File: config.mk
export PLATFORM = sky130hd
export DESIGN_NAME = lamp_fpu_sqrt_iter
export DESIGN_NICKNAME = d
export VERILOG_FILES = /design/src/rtl/lamp_fpu_sqrt_iter_pkg.sv /design/src/rtl/lamp_fpu_sqrt_recur.sv /design/src/rtl/lamp_fpu_sqrt_iter.sv
export SDC_FILE = /design/constraint.sdc
export NUM_CORES = 1
export LEC_CHECK = 0
export CAP_MARGIN = 20
export CORE_AREA = 2 2 131 121
export CTS_CLUSTER_SIZE = 8
export DETAILED_ROUTE_END_ITERATION = 10
export DIE_AREA = 0 0 133 123
export GPL_TIMING_DRIVEN = 0
export PLACE_DENSITY = 0.75
export RECOVER_POWER = 50
export SYNTH_ARGS = -nofsm -noshare
export SYNTH_HDL_FRONTEND = slang
export SYNTH_HIERARCHICAL = 1
export SYNTH_SLANG_ARGS = --single-unit
File: constraint.sdc
create_clock -name clk -period 9 [get_ports clk]
set_clock_uncertainty 0.15 [all_clocks]
set_input_delay 2.7 -clock clk [delete_from_list [all_inputs] [get_ports clk]]
set_output_delay 2.7 -clock clk [all_outputs]
set_load 0.01 [all_outputs]
File: src/rtl/lamp_fpu_sqrt_iter_pkg.sv
// Shared types and helpers for the lampFPU iterative square-root unit:
// FSM states, special-operand classification and rounding.
package lamp_fpu_sqrt_iter_pkg;

  typedef enum logic [1:0] {IDLE, SQRT, RECIP, ROUND} sqrtState_e;

  typedef enum logic [1:0] {SPC_ZERO, SPC_INF, SPC_QNAN} specKind_e;

  typedef struct packed {
    logic      special;
    logic      sign;
    specKind_e kind;
    logic      invalid;
    logic      dz;
  } sqrtSpec_t;

  // Exponent in bits [63:32], fraction in bits [31:0]; callers slice to width.
  function automatic logic [63:0] FUNC_specialExpFrac(input specKind_e   kind,
                                                      input int unsigned e_dw,
                                                      input int unsigned f_dw);
    logic [31:0] e;
    logic [31:0] f;
    e = '0;
    f = '0;
    if (kind != SPC_ZERO) e = (32'd1 << e_dw) - 32'd1;
    if (kind == SPC_QNAN) f = 32'd1 << (f_dw - 1);
    return {e, f};
  endfunction

  function automatic sqrtSpec_t FUNC_sqrtSpecial(input logic sign,
                                                 input logic isInf,
                                                 input logic isZero,
                                                 input logic isSNAN,
                                                 input logic isQNAN,
                                                 input logic inv);
    sqrtSpec_t r;
    r = '0;
    if (isSNAN) begin
      r.special = 1'b1;
      r.kind    = SPC_QNAN;
      r.invalid = 1'b1;
    end else if (isQNAN) begin
      r.special = 1'b1;
      r.kind    = SPC_QNAN;
    end else if (isZero) begin
      r.special = 1'b1;
      r.sign    = sign;
      r.kind    = inv ? SPC_INF : SPC_ZERO;
      r.dz      = inv;
    end else if (sign) begin
      r.special = 1'b1;
      r.kind    = SPC_QNAN;
      r.invalid = 1'b1;
    end else if (isInf) begin
      r.special = 1'b1;
      r.kind    = inv ? SPC_ZERO : SPC_INF;
    end
    return r;
  endfunction

  function automatic logic FUNC_rneRound(input logic lsb,
                                         input logic guard,
                                         input logic rest);
    return guard & (rest | lsb);
  endfunction

endpackage

File: src/rtl/lamp_fpu_sqrt_recur.sv
// Restoring recurrence shared by square root (2 radicand bits per step)
// and reciprocal division of the root (1 quotient bit per step).
module lamp_fpu_sqrt_recur #(
  parameter int unsigned R = 10
) (
  input  logic           clk,
  input  logic           rst,
  input  logic           load_i,
  input  logic           step_i,
  input  logic           div_i,
  input  logic [2*R-1:0] rad_i,
  output logic           done_o,
  output logic [R-1:0]   root_o,
  output logic [R-1:0]   quot_o,
  output logic           remNz_o
);

  localparam int unsigned CW = $clog2(R + 1);
  localparam int unsigned TW = R + 5;
  localparam logic [R+1:0] DIV_ONE = {3'b001, {(R-1){1'b0}}};

  logic [R+1:0]   rem_q, rem_d, remIn;
  logic [2*R-1:0] rad_q, rad_d;
  logic [R-1:0]   root_q, root_d, quot_q, quot_d;
  logic [CW-1:0]  cnt_q, cnt_d;
  logic [TW-1:0]  sqTrial, dvTrial;
  logic           unused_bits;

  always_comb begin
    rem_d  = rem_q;
    rad_d  = rad_q;
    root_d = root_q;
    quot_d = quot_q;
    cnt_d  = cnt_q;
    // The divide starts from 1.0 on its first step, so the last sqrt step
    // and the divide initialisation never compete for the remainder.
    remIn   = (div_i && cnt_q == '0) ? DIV_ONE : rem_q;
    sqTrial = TW'({rem_q, rad_q[2*R-1 -: 2]}) - TW'({root_q, 2'b01});
    dvTrial = TW'({remIn, 1'b0}) - TW'(root_q);
    done_o  = step_i && (cnt_q == CW'(R - 1));
    if (load_i) begin
      rad_d  = rad_i;
      rem_d  = '0;
      root_d = '0;
      quot_d = '0;
      cnt_d  = '0;
    end else if (step_i) begin
      cnt_d = done_o ? '0 : cnt_q + 1'b1;
      if (div_i) begin
        quot_d = {quot_q[R-2:0], ~dvTrial[TW-1]};
        rem_d  = dvTrial[TW-1] ? {remIn[R:0], 1'b0} : dvTrial[R+1:0];
      end else begin
        rad_d  = {rad_q[2*R-3:0], 2'b00};
        root_d = {root_q[R-2:0], ~sqTrial[TW-1]};
        rem_d  = sqTrial[TW-1] ? {rem_q[R-1:0], rad_q[2*R-1 -: 2]}
                               : sqTrial[R+1:0];
      end
    end
  end

  always_ff @(posedge clk or posedge rst) begin
    if (rst) begin
      rem_q  <= '0;
      rad_q  <= '0;
      root_q <= '0;
      quot_q <= '0;
      cnt_q  <= '0;
    end else begin
      rem_q  <= rem_d;
      rad_q  <= rad_d;
      root_q <= root_d;
      quot_q <= quot_d;
      cnt_q  <= cnt_d;
    end
  end

  assign root_o      = root_q;
  assign quot_o      = quot_q;
  assign remNz_o     = |rem_q;
  assign unused_bits = ^{sqTrial[TW-2:R+2], dvTrial[TW-2:R+2]};

endmodule

File: src/rtl/lamp_fpu_sqrt_iter.sv
// Multi-cycle sqrt / inverse-sqrt for lampFPU: FSM, exponent handling,
// special-operand preload, RNE rounding and registered result outputs.
module lamp_fpu_sqrt_iter
  import lamp_fpu_sqrt_iter_pkg::*;
#(
  parameter int unsigned E_DW = 8,
  parameter int unsigned F_DW = 7,
  parameter int unsigned G_DW = 2
) (
  input  logic            clk,
  input  logic            rst,
  input  logic            doSqrt_i,
  input  logic            invSqrt_i,
  input  logic            signum_op_i,
  input  logic [E_DW-1:0] extExp_op_i,
  input  logic [F_DW:0]   extMant_op_i,
  input  logic            isInf_op_i,
  input  logic            isZero_op_i,
  input  logic            isSNAN_op_i,
  input  logic            isQNAN_op_i,
  output logic            ready_o,
  output logic            valid_o,
  output logic            s_res_o,
  output logic [E_DW-1:0] e_res_o,
  output logic [F_DW-1:0] f_res_o,
  output logic            invalid_o,
  output logic            dz_o,
  output logic            inexact_o
);

  localparam int unsigned R    = F_DW + 1 + G_DW;
  localparam int unsigned XRW  = 2 * R;
  localparam int unsigned XW   = E_DW + 2;
  localparam int unsigned BIAS = (1 << (E_DW - 1)) - 1;
  localparam int unsigned RSH  = 2 * (R - 1) - F_DW;
  localparam logic [R-1:0] Q_ONE = {1'b1, {(R-1){1'b0}}};

  localparam logic [63:0]     EF_INF  = FUNC_specialExpFrac(SPC_INF, E_DW, F_DW);
  localparam logic [63:0]     EF_QNAN = FUNC_specialExpFrac(SPC_QNAN, E_DW, F_DW);
  localparam logic [E_DW-1:0] E_ONES  = EF_INF[32 +: E_DW];
  localparam logic [F_DW-1:0] F_QNAN  = EF_QNAN[0 +: F_DW];

  sqrtState_e      state_q;
  logic            inv_q;
  sqrtSpec_t       spec_q, specIn;
  logic [XW-1:0]   half_q, uExp, halfIn;
  logic            uOdd;
  logic [XRW-1:0]  radIn;

  logic            valid_q, s_q, invalid_q, dz_q, inexact_q;
  logic [E_DW-1:0] e_q, specE;
  logic [F_DW-1:0] f_q, specF;

  logic            recDone, recRemNz;
  logic [R-1:0]    recRoot, recQuot;

  logic            qIsOne, sticky, rUp, inexact;
  logic [R-1:0]    mantFull;
  logic [G_DW-1:0] grBits;
  logic [F_DW+1:0] mantRnd;
  logic [XW-1:0]   expPre, expRes;
  logic            unused_bits;

  assign ready_o = (state_q == IDLE);
  assign specIn  = FUNC_sqrtSpecial(signum_op_i, isInf_op_i, isZero_op_i,
                                    isSNAN_op_i, isQNAN_op_i, invSqrt_i);

  // BIAS is odd, so the unbiased exponent is odd exactly when extExp is even;
  // an arithmetic shift of u equals (u - odd) / 2.
  assign uExp   = XW'(extExp_op_i) - XW'(BIAS);
  assign uOdd   = uExp[0];
  assign halfIn = XW'($signed(uExp) >>> 1);
  assign radIn  = XRW'(extMant_op_i) << (uOdd ? RSH + 1 : RSH);

  lamp_fpu_sqrt_recur #(
    .R (R)
  ) u_recur (
    .clk     (clk),
    .rst     (rst),
    .load_i  (ready_o & doSqrt_i & ~specIn.special),
    .step_i  ((state_q == SQRT) || (state_q == RECIP)),
    .div_i   (state_q == RECIP),
    .rad_i   (radIn),
    .done_o  (recDone),
    .root_o  (recRoot),
    .quot_o  (recQuot),
    .remNz_o (recRemNz)
  );

  always_comb begin
    qIsOne = (recRoot == Q_ONE);
    if (inv_q) begin
      // A root of exactly 1.0 would yield 2/q = 2, so it bypasses the quotient.
      mantFull = qIsOne ? Q_ONE : recQuot;
      sticky   = recRemNz & ~qIsOne;
      expPre   = XW'(BIAS) - half_q - XW'(!qIsOne);
    end else begin
      mantFull = recRoot;
      sticky   = recRemNz;
      expPre   = XW'(BIAS) + half_q;
    end
    grBits  = mantFull[G_DW-1:0];
    rUp     = FUNC_rneRound(mantFull[G_DW], grBits[G_DW-1],
                            (|(grBits << 1)) | sticky);
    mantRnd = {1'b0, mantFull[R-1:G_DW]} + (F_DW+2)'(rUp);
    expRes  = expPre + XW'(mantRnd[F_DW+1]);
    inexact = (|grBits) | sticky;
  end

  always_comb begin
    specE = '0;
    specF = '0;
    case (spec_q.kind)
      SPC_INF:  specE = E_ONES;
      SPC_QNAN: begin
        specE = E_ONES;
        specF = F_QNAN;
      end
      default: ;
    endcase
  end

  always_ff @(posedge clk or posedge rst) begin
    if (rst) begin
      state_q   <= IDLE;
      inv_q     <= 1'b0;
      spec_q    <= '0;
      half_q    <= '0;
      valid_q   <= 1'b0;
      s_q       <= 1'b0;
      e_q       <= '0;
      f_q       <= '0;
      invalid_q <= 1'b0;
      dz_q      <= 1'b0;
      inexact_q <= 1'b0;
    end else begin
      valid_q <= 1'b0;
      case (state_q)
        IDLE: if (doSqrt_i) begin
          inv_q   <= invSqrt_i;
          spec_q  <= specIn;
          half_q  <= halfIn;
          state_q <= specIn.special ? ROUND : SQRT;
        end
        SQRT:  if (recDone) state_q <= inv_q ? RECIP : ROUND;
        RECIP: if (recDone) state_q <= ROUND;
        ROUND: begin
          valid_q <= 1'b1;
          state_q <= IDLE;
          if (spec_q.special) begin
            s_q       <= spec_q.sign;
            e_q       <= specE;
            f_q       <= specF;
            invalid_q <= spec_q.invalid;
            dz_q      <= spec_q.dz;
            inexact_q <= 1'b0;
          end else begin
            s_q       <= 1'b0;
            e_q       <= expRes[E_DW-1:0];
            f_q       <= mantRnd[F_DW-1:0];
            invalid_q <= 1'b0;
            dz_q      <= 1'b0;
            inexact_q <= inexact;
          end
        end
        default: state_q <= IDLE;
      endcase
    end
  end

  assign valid_o     = valid_q;
  assign s_res_o     = s_q;
  assign e_res_o     = e_q;
  assign f_res_o     = f_q;
  assign invalid_o   = invalid_q;
  assign dz_o        = dz_q;
  assign inexact_o   = inexact_q;
  assign unused_bits = ^{expRes[XW-1:E_DW], mantRnd[F_DW]};

endmodule

; ---- Word level (Yosys, flattened, before mapping)
; Cells that the tools add are included.
[word_totals]
reg_bits = 93
output_inout_bits = 21
elab_cells = 125
[op_classes]
addsub = 9
n_eq_ne = 11
shift = 1
n_mux = 58
bitwise = 11
n_reduce_logical = 15
[op_table]
columns = operator, count
row1 = two-way mux 10 bit, 8
row2 = two-way mux 12 bit, 6
row3 = two-way mux 20 bit, 3
row4 = two-way mux 8 bit, 3
row5 = two-way mux 1 bit, 22
row6 = left shift 8 x 4 -> 20 bit, 1
row7 = two-way mux 2 bit, 8
row8 = subtractor 14 x 12 -> 15 bit, 1
row9 = two-way mux 7 bit, 2
row10 = subtractor 13 x 10 -> 14 bit, 1
row11 = two-way mux 4 bit, 3
row12 = OR reduction 12 bit, 1
row13 = equality test 10 bit (second input constant), 1
row14 = adder 8 x 1 -> 9 bit, 1
row15 = subtractor 8 x 7 -> 9 bit (second input constant), 1
row16 = adder 8 x 1 -> 8 bit, 1
row17 = adder 8 bit (first input constant), 1
row18 = case mux 2 bit (4 select lines), 1
row19 = subtractor 8 x 1 -> 8 bit, 1
row20 = subtractor 8 bit (first input constant), 1
row21 = equality test 2 bit (second input constant), 3
row22 = two-way mux 3 bit, 2
row23 = inequality test 2 bit (second input constant), 3
row24 = AND reduction 2 bit, 3
row25 = other kinds (15), 27

; ---- Depth between registers and ports, before layout
; Gate-level depths: netlist of run 1.
[logic_depth]
depth_word = 10
mapped_depth = 18

; ---- Cells and area by module
; The synthesis of run 1 kept the hierarchy.
[modules_own_cells]
columns = mod, n_inst, cells_per_inst, area_each_um2, seq_area_each_um2
row1 = lamp_fpu_sqrt_recur, 1, 445, 3893.7, 1401.3
row2 = lamp_fpu_sqrt_iter, 1, 316, 2738.9, 925.9

; ---- Worst setup path before layout of run 1
; OpenSTA, ideal clock, no wires.
[synth_timing]
path_kind = input to register
from = input isQNAN_op_i
to = register u_recur.rad_q[11]
setup_ns = 0.083
t_arrival_ns = 4.025
t_required_ns = 8.767
path_slack_ns = 4.743
stages = 7
cell_sequence = nor2_1 > nand3_1 > nor2_1 > buf_1 > clkbuf_1 > nand2_1 > o21ai_0
[synth_via]
elab_chain_len = 6
word_cells_on_any_way = 8
cone_classes = eq/ne (1) / mux (3) / bitwise (2) / reduce/logical (2)
[synth_rtl]
columns = element, line_no
row1 = from (decl), lamp_fpu_sqrt_iter.sv:20  ; input logic isQNAN_op_i,
row2 = two-way mux 1 bit *, lamp_fpu_sqrt_iter_pkg.sv:42  ; end else if (isQNAN) begin
row3 = two-way mux 1 bit *, lamp_fpu_sqrt_iter_pkg.sv:38  ; if (isSNAN) begin
row4 = inverter 1 bit *, lamp_fpu_sqrt_iter.sv:80  ; .load_i (ready_o & doSqrt_i & ~specIn.special),
row5 = bitwise AND 1 bit *, lamp_fpu_sqrt_iter.sv:80
row6 = inequality test 2 x 1 -> 1 bit (no source line) / nonzero test 2 bit (equally long branches), n/a
row7 = AND reduction 2 bit (no source line), n/a
row8 = to (signal assigned), lamp_fpu_sqrt_recur.sv:70  ; rad_q <= rad_d;
row9 = to (decl), lamp_fpu_sqrt_recur.sv:23  ; logic [2*R-1:0] rad_q, rad_d;
; Every way passes the cells marked *; elsewhere a longest branch is shown, timed or not.
; A chain may end at the register's enable or synchronous reset.

==> results of run 1 <==
[worst max-delay path by stage]
stage,endpoint,startpoint
5_1_grt,u_recur/quot_o[6],rst
2_1_floorplan,u_recur/rad_q[11],isQNAN_op_i
3_5_place_dp,u_recur/rad_q[11],isQNAN_op_i
6_report,u_recur/quot_o[5],rst
4_1_cts,u_recur/rad_q[11],isQNAN_op_i
3_3_place_gp,u_recur/rad_q[11],isQNAN_op_i
[state kept, by name (all words and copies together), names as in the netlist]
| signal | cells |
|---|---|
| spec_q | 6 |
| u_recur/rem_q | 12 |
| inv_q | 1 |
| u_recur/cnt_q | 4 |
| invalid_o | 1 |
| state_q | 2 |
| s_res_o | 1 |
| dz_o | 1 |
| u_recur/root_o | 10 |
| inexact_o | 1 |
| u_recur/rad_q | 20 |
| f_res_o | 7 |
| valid_o | 1 |
| half_q | 8 |
| u_recur/quot_o | 10 |
| e_res_o | 8 |
[layer usage]
layer	vias to the layer above	wire length [um]	track usage
li1	2785	-	-
met1	2665	7480	0.281
met2	148	7200	0.334
met3	21	732	0.0328
met4	0	252	0.0544
met5	-	0	0
[final cells by class]
class | instances | area share
clock buffers | 9 | 0.0294
plain buffers | 33 | 0.0182
inverters | 51 | 0.0252
repair buffers | 46 | 0.0594
well taps | 202 | 0.0330
clock inverters | 7 | 0.0115
flip-flops and latches | 93 | 0.304
multi-input cells | 594 | 0.519
[cells by family after synthesis]
group | after synthesis | synth area share
xor+xnor | 38 | 0.0502
other cells | 1 | 0.000565
mux | 40 | 0.0624
buf+inv | 84 | 0.0517
simple gates | 259 | 0.191
fa+ha+maj | 48 | 0.0928
compound gates | 198 | 0.201
flops | 93 | 0.351
[cell usage in the layout (no fill, tap or decap), drive strengths merged, types with 15 or more instances in the layout]
cell           count
nand3             20
xnor2             23
ha                46
inv               54
dfrtp             93
nor2              61
o21ai             65
clkbuf            36
nand2             97
xor2              15
clkdlybuf4s50     44
mux2i             29
a21oi             59
[through the flow]
stage	hold WS, ps	cell area, sq um	utilization
6_report	334	7650	0.510
5_1_grt	358	7650	0.510
4_1_cts	337	7710	0.513
3_5_place_dp	320	7390	0.493
3_3_place_gp	314	7370	0.491
2_1_floorplan	288	6670	-
[critical path, delay by kind of cell]
family / cells / cell delay, ps
buffers and inverters: 3 / 2630
[power breakdown]
| group | internal (mW) | switching (mW) |
|---|---|---|
| clock | 0.222 | 0.179 |
| sequential | 0.589 | 0.162 |
| combinational | 0.872 | 1.15 |
==> flow_summary.yaml, run 1 <==
logic_synthesis:
  synth_cell_type_count: 77
  synthCells: 761
  synthArstFlopShare: 1.00
  synthesis.area_sq_mm: 0.00663
  ys_seq_area_frac: 0.351
  yosys_register_bits: 93
  synth.avg_cell_area_sq_um: 8.72
  synthTopCellsByCount: "nand2_1 (97), dfrtp_1 (93), o21ai_0 (62)"
  synth_most_common_cell: "nand2_1"
  ys.flop_type: "dfrtp_1"
  synth_top_area_cell: "dfrtp_1"
  yosysWarnings: 6
  synth_area_leaders: "dfrtp_1 (35%), ha_1 (8.7%), nand2_1 (5.5%)"
  synth_edf_count: 0
  yosysTopAreaCellShare: 0.351
grt:
  grt_max_degree: 38
  grt_pass1_wl_um: 26800
  grt_pass1_vias: 5388
  antenna_found_initial: 0
  overflow: 0
  track_usage: 0.203
floorplan:
  io_pins: 46
  core_sq_mm: 0.0150
  fp.dieW_um: 133
  start_util: 0.442
  fp.dieArea_sq_mm: 0.0164
  die_h_um: 123
  rows: 43
sta:
  worst_slew_pin_slew_ps: 1850
  period_share: 0.600
  slew_violations: 34
  hold_viol_final: 0
  setup_tns_ps: 0
  period_needed_ps: 5400
  rsz0062_at_grt: "no"
  setup_slack_ps: 3600
  setup_violations: 0
  relSlewSlack: -0.231
  max_freq_ghz: 0.185
clock_network:
  root_buffer: "clkbuf_16"
  htreeDepth: 3
  cts-buffers-inserted: 9
  cts_tree: "yes"
  cts-resized-gates: 0
  cts_sinks: 93
  cts_hold_buf: 0
  clkLatencyLatePin_ps: 350
  cts.clk_slew.worst_paths_ps: 70
  cts_setup_buffers: 0
  cts_buffer_depth: 2
hold_path:
  hold_depth: 2
  hold_class: "flip-flop to flip-flop"
  hold_path_end: "spec_q[4]"
  hp-start: "spec_q[4]"
route:
  num_vias: 5619
  dr.pass1.iters: 6
  drtAntennaViolNets: 0
  dr.first_iter.drc_count: 356
  wl_per_cell_um: 15.1
  drc_errors: 0
  wl_um: 15700
  viasPerCell: 5.43
pwr:
  peakVddDrop_mv: 0.225
  power_mw: 3.17
  power_leakage_nw: 3.24
  powerDensity_mw_per_mm2: 415
worst_setup_path:
  cp.arrival_ps: 5350
  worst-path-max-fanout: 33
  cp_slowest_cell: "clkbuf_1"
  critPathKind: "input port to asynchronous set/reset pin"
  required_ps: 8950
  end_kind: "asynchronous set/reset pin"
  reg2regPathDepth: 18
  r2r-end: "e_res_o[7]"
  rr_startpoint: "u_recur/root_o[9]"
  slowest_delay_ps: 1400
  regToRegSetupSlack_ps: 4810
  startpoint_type: "input port"
  path_cells: "dlygate4sd3_1 > inv_1 > clkbuf_1"
placement:
  gp_congestion: 0.858
  port_buffers: 45
  dpl_worst_slack_ps: 3510
  dp.cells: 1019
  dpl.hpwl_um: 12000
cells_and_area:
  areaGrowthSynthToFinish_pct: 15.3
  multi_input_area_sq_mm: 0.00397
  final-seq-area_sq_mm: 0.00233
  final_layout_size_suffix_gt1_frac: 0.0708
  fill_cells: 1442
  nets: 901
  fin_cells: 1035
  antennaDiodeCount: 0
run_status:
  status: "complete, but fails checks"
  violations: "max-capacitance violations, max-slew violations"
flow_run:
  max_cap_violations: 1
Power figures use the tool's default switching activity.
==> inputs of run 2 (changes only) <==
Settings changed: PLACE_DENSITY 0.75 to 0.77.
Clock period 9 ns to 4.6 ns, I/O delays scaled along.
==> run 2 against run 1 <==
  * Die area is the same
  * Power increased by 97%
  * Register-to-register slack got worse by 4300 ps
  * Largest power group unchanged
  * Count of clock-buffer cells in the layout is the same
  * Utilization grew 0.33 points
  * Sequential share of layout area shrank 0.19 points
  * Largest cell class unchanged
  * Sequential power is 96% higher
  * First-iteration DRC count rose by 7.6%
  * Non-clock buffer count up 1
  * The flow still finishes with violations (max-capacitance violations, max-slew violations)
  * Final cell count did not move
  * Critical path type is now flip-flop to flip-flop
==> flow_summary.yaml, run 2 (synthesized netlist as in run 1, its figures left out) <==
clock_network:
  cts_setup_buffers: 0
  cts_hold_buf: 0
  cts_sinks: 93
  htreeDepth: 3
  cts_buffer_depth: 2
  clkLatencyLatePin_ps: 350
  root_buffer: "clkbuf_16"
  cts.clk_slew.worst_paths_ps: 70
  cts-resized-gates: 0
  cts_tree: "yes"
  cts-buffers-inserted: 9
cells_and_area:
  top_regs: "u_recur/rad_q (20), u_recur/rem_q (12)"
  stdcell_area_sq_mm: 0.00770
  final_cell_mix: "nand2_1 (97), dfrtp_1 (93), o21ai_0 (62), nor2_1 (61), a21oi_1 (54)"
  layout_commonest_cell: "nand2_1"
  areaGrowthSynthToFinish_pct: 16.1
  final_layout_size_suffix_gt1_frac: 0.0744
  largest_register_ffs: 20
  antennaDiodeCount: 0
  nets: 902
  top_register: "u_recur/rad_q"
hold_path:
  hold_class: "flip-flop to flip-flop"
  hold_depth: 2
route:
  wl_um: 15600
  viasPerCell: 5.42
  wl_per_cell_um: 15.1
  dr.pass1.iters: 5
  drtAntennaViolNets: 0
  drc_errors: 0
  dr.first_iter.drc_count: 383
  num_vias: 5609
floorplan:
  io_pins: 46
  fp.dieW_um: 133
  core_sq_mm: 0.0150
  fp.dieArea_sq_mm: 0.0164
  start_util: 0.442
  rows: 43
  die_h_um: 123
placement:
  place_area_sq_mm: 0.00742
  port_buffers: 45
  gp_congestion: 0.863
  dpl.hpwl_um: 11900
grt:
  grt_max_degree: 35
  grt_pass1_wl_um: 26400
  grt_pass1_vias: 5337
  overflow: 0
  track_usage: 0.200
  antenna_found_initial: 0
worst_setup_path:
  cp_slowest_cell: "dfrtp_1"
  path_cells: "nor2b_1 > and4_1 > clkbuf_1 > clkinv_2 > and3_1 > a21oi_1 > nor2_1 > ha_1 > or3b_4 > or3_4 > nor3_1 > ha_1 > and3_1 > nand2_1 > nor4_2 > xor2_1 > xnor2_1 > o21ai_0"
  crit_family: "simple AND/OR/NAND/NOR gates"
  worst-path-max-fanout: 6
  end_kind: "flip-flop"
  critical_path_buf_inv_count: 2
  critPathKind: "flip-flop to flip-flop"
  crit_cells: 18
  cp.arrival_ps: 4190
  reg2regPathDepth: 18
  slowest_delay_ps: 440
  startpoint_type: "flip-flop"
  required_ps: 4680
sta:
  setup_violations: 0
  max_freq_ghz: 0.243
  slew_violations: 35
  relSlewSlack: -0.0392
  holdWs_ps: 344
  hold_viol_final: 0
  period_needed_ps: 4120
  rsz0062_at_grt: "no"
  worst_slew_pin_slew_ps: 1560
  period_share: 0.895
  setup_tns_ps: 0
pwr:
  power_leakage_nw: 3.26
  peakVddDrop_mv: 0.323
  powerDensity_mw_per_mm2: 812
run_status:
  status: "complete, but fails checks"
  violations: "max-capacitance violations, max-slew violations"
flow_run:
  max_cap_violations: 1
## run 2: changes by cell type in the layout (fill, tap and decap cells not counted), moves of 2 or more
cell,before,now
inv_8,2,0
clkinv_4,2,0
clkdlybuf4s50_1,44,42
dlygate4sd3_1,1,3
## run 2: final cells by class
type / count / area, sq um
Tap cell: 202 / 253
Multi-Input combinational cell: 594 / 4000
Buffer: 33 / 143
Inverter: 51 / 193
Clock inverter: 6 / 93.8
Timing Repair Buffer: 47 / 467
Sequential cell: 93 / 2330
Clock buffer: 9 / 225
Fill cell: 1372 / 7310
## run 2: report_power, final
part / switching, mW / internal, mW / leakage (nW)
Sequential: 0.316 / 1.15 / 1.17
Combinational: 2.26 / 1.71 / 1.94
Clock: 0.327 / 0.479 / 0.153
Total: 2.90 / 3.35 / 3.26
## run 2: through the flow
step / worst slack [ps] / cells / util / total power, mW
6_report: 482 / 1035 / 0.513 / 6.25
5_1_grt: 194 / 1035 / 0.513 / 6.77
4_1_cts: 562 / 1035 / 0.516 / 6.24
3_5_place_dp: 490 / 1020 / 0.494 / 5.38
3_3_place_gp: 499 / 1018 / 0.491 / 5.28
2_1_floorplan: 951 / 771 / - / 4.46
## run 2: worst paths after layout
check                                        from  slack, ps                end
worst max-delay path            u_recur/root_o[9]        480         e_res_o[7]
worst min-delay path                    spec_q[1]        340          spec_q[1]
worst max register to register  u_recur/root_o[9]        480         e_res_o[7]
worst min register to register          spec_q[1]        340          spec_q[1]
max in group asynchronous                     rst        720  u_recur/quot_o[5]
min in group asynchronous                     rst       1470          half_q[6]
## run 2: per-layer routing
metal  share of wire  GRT usage  vias to the layer above
li1                -          -                     2795
met1            0.48      0.276                     2664
met2            0.47      0.334                      138
met3           0.045     0.0303                       12
met4          0.0079     0.0464                        0
met5               0          0                        -
## run 2: tightest hold or removal path: cells and delay by family (launching register included)
kind	cells	cell delay, ps
flops	1	360
simple gates	2	100
==> inputs of run 3 (changes only) <==
Settings changed: CORE_AREA 2 2 131 121 to 3 3 132 122, DIE_AREA 0 0 133 123 to 0 0 135 125.
==> run 3 against run 2 <==
  * The run still ends with max-capacitance violations, max-slew violations left
  * Critical path depth did not move
  * Non-clock buffer count down 1
  * Final cell count shrank 0.39%
==> flow_summary.yaml, run 3 (synthesized netlist as in run 1, its figures left out) <==
floorplan:
  rows: 42
  io_pins: 46
  fp.dieW_um: 135
  start_util: 0.452
  core_sq_mm: 0.0147
  fp.dieArea_sq_mm: 0.0169
  die_h_um: 125
run_status:
  status: "complete, but fails checks"
  violations: "max-capacitance violations, max-slew violations"
cells_and_area:
  stdcell_area_sq_mm: 0.00766
  largest_register_ffs: 20
  top_regs: "u_recur/rad_q (20), u_recur/rem_q (12)"
  final_util: 0.523
  nets: 901
  final_layout_size_suffix_gt1_frac: 0.0756
  fill_cells: 1349
  layout_commonest_cell: "nand2_1"
  areaGrowthSynthToFinish_pct: 15.5
  top_register: "u_recur/rad_q"
  fin_cells: 1031
  antennaDiodeCount: 0
  final_cell_mix: "nand2_1 (97), dfrtp_1 (93), o21ai_0 (62), nor2_1 (61), a21oi_1 (54)"
clock_network:
  cts_hold_buf: 0
  cts_sinks: 93
  htreeDepth: 3
  cts_setup_buffers: 0
  cts-resized-gates: 0
  cts-buffers-inserted: 9
  cts_buffer_depth: 2
  cts.clk_slew.worst_paths_ps: 70
  root_buffer: "clkbuf_16"
  clkLatencyLatePin_ps: 360
  cts_tree: "yes"
placement:
  dp.cells: 1015
  gp_congestion: 0.863
  dpl_worst_slack_ps: 433
  dpl.hpwl_um: 12200
  port_buffers: 45
  place_area_sq_mm: 0.00739
sta:
  slew_violations: 34
  max_freq_ghz: 0.248
  hold_viol_final: 0
  holdWs_ps: 342
  setup_slack_ps: 571
  period_share: 0.876
  period_needed_ps: 4030
  setup_violations: 0
  rsz0062_at_grt: "no"
  relSlewSlack: -0.0259
  setup_tns_ps: 0
  worst_slew_pin_slew_ps: 1540
grt:
  track_usage: 0.195
  grt_pass1_wl_um: 27200
  antenna_found_initial: 0
  grt_max_degree: 38
  grt_pass1_vias: 5521
  overflow: 0
pwr:
  peakVddDrop_mv: 0.310
  powerDensity_mw_per_mm2: 807
  power_leakage_nw: 3.25
  power_mw: 6.19
worst_setup_path:
  slowest_delay_ps: 510
  cp_slowest_cell: "dfrtp_1"
  end_kind: "flip-flop"
  regToRegSetupSlack_ps: 570
  startpoint_type: "flip-flop"
  worst-path-max-fanout: 6
  path_cells: "nor2b_1 > and4_1 > buf_6 > clkinv_2 > and3_1 > a21oi_1 > nor2_1 > ha_1 > or3b_4 > or3_4 > nor3_1 > ha_1 > and3_1 > nand2_1 > nor4_2 > xor2_1 > xnor2_1 > o21ai_0"
  cp.arrival_ps: 4110
  required_ps: 4680
  critPathKind: "flip-flop to flip-flop"
route:
  wl_met2_um: 7320
  drc_errors: 0
  viasPerCell: 5.52
  wl_per_cell_um: 15.6
  dr.first_iter.drc_count: 460
  wl_um: 16100
  dr_wl_met3_um: 804
  highest_layer: "met4"
  drt-met1-wl_um: 7700
  num_vias: 5695
  drtAntennaViolNets: 0
  dr.pass1.iters: 5
hold_path:
  hold_class: "flip-flop to flip-flop"
flow_run:
  max_cap_violations: 1
[run 3: changes by cell type in the layout (fill, tap and decap cells not counted), sizes merged]
| cell | previous run | this run |
|---|---|---|
| inv | 53 | 52 |
| buf | 8 | 9 |
| clkinv | 1 | 2 |
| clkinvlp | 1 | 2 |
| bufinv | 2 | 0 |
[run 3: final cells by class]
| class | instances | area, sq um | area share |
|---|---|---|---|
| Clock buffer | 11 | 243 | 0.0317 |
| Multi-Input combinational cell | 594 | 4000 | 0.522 |
| Buffer | 33 | 150 | 0.0196 |
| Inverter | 51 | 193 | 0.0252 |
| Timing Repair Buffer | 46 | 463 | 0.0604 |
| Clock inverter | 5 | 41.3 | 0.00539 |
| Sequential cell | 93 | 2330 | 0.304 |
| Tap cell | 198 | 248 | 0.0323 |
[run 3: critical path, delay by kind of cell (launching register included)]
kind	cells	cell delay (ps)
simple gates	10	2130
compound gates	2	200
buf+inv	2	190
fa+ha+maj	2	380
flops	1	510
xor+xnor	2	320
[run 3: layer usage]
metal,GRT usage,vias up
li1,-,2792
met1,0.272,2739
met2,0.309,141
met3,0.0442,23
met4,0.0510,0
met5,0,-
[run 3: path summary, 6_finish.rpt]
check                             startpoint  cells past startpoint                 to
min                                spec_q[1]                      2          spec_q[1]
max reg2reg                u_recur/root_o[8]                     18         e_res_o[7]
max                        u_recur/root_o[8]                     18         e_res_o[7]
min reg2reg                        spec_q[1]                      2          spec_q[1]
min in group asynchronous                rst                      2   u_recur/rad_q[4]
max in group asynchronous                rst                      3  u_recur/quot_o[4]
[run 3: where the power goes]
| part | switching (mW) | internal [mW] | total, mW |
|---|---|---|---|
| combinational | 2.28 | 1.71 | 3.99 |
| sequential | 0.319 | 1.15 | 1.47 |
| clock | 0.338 | 0.386 | 0.724 |
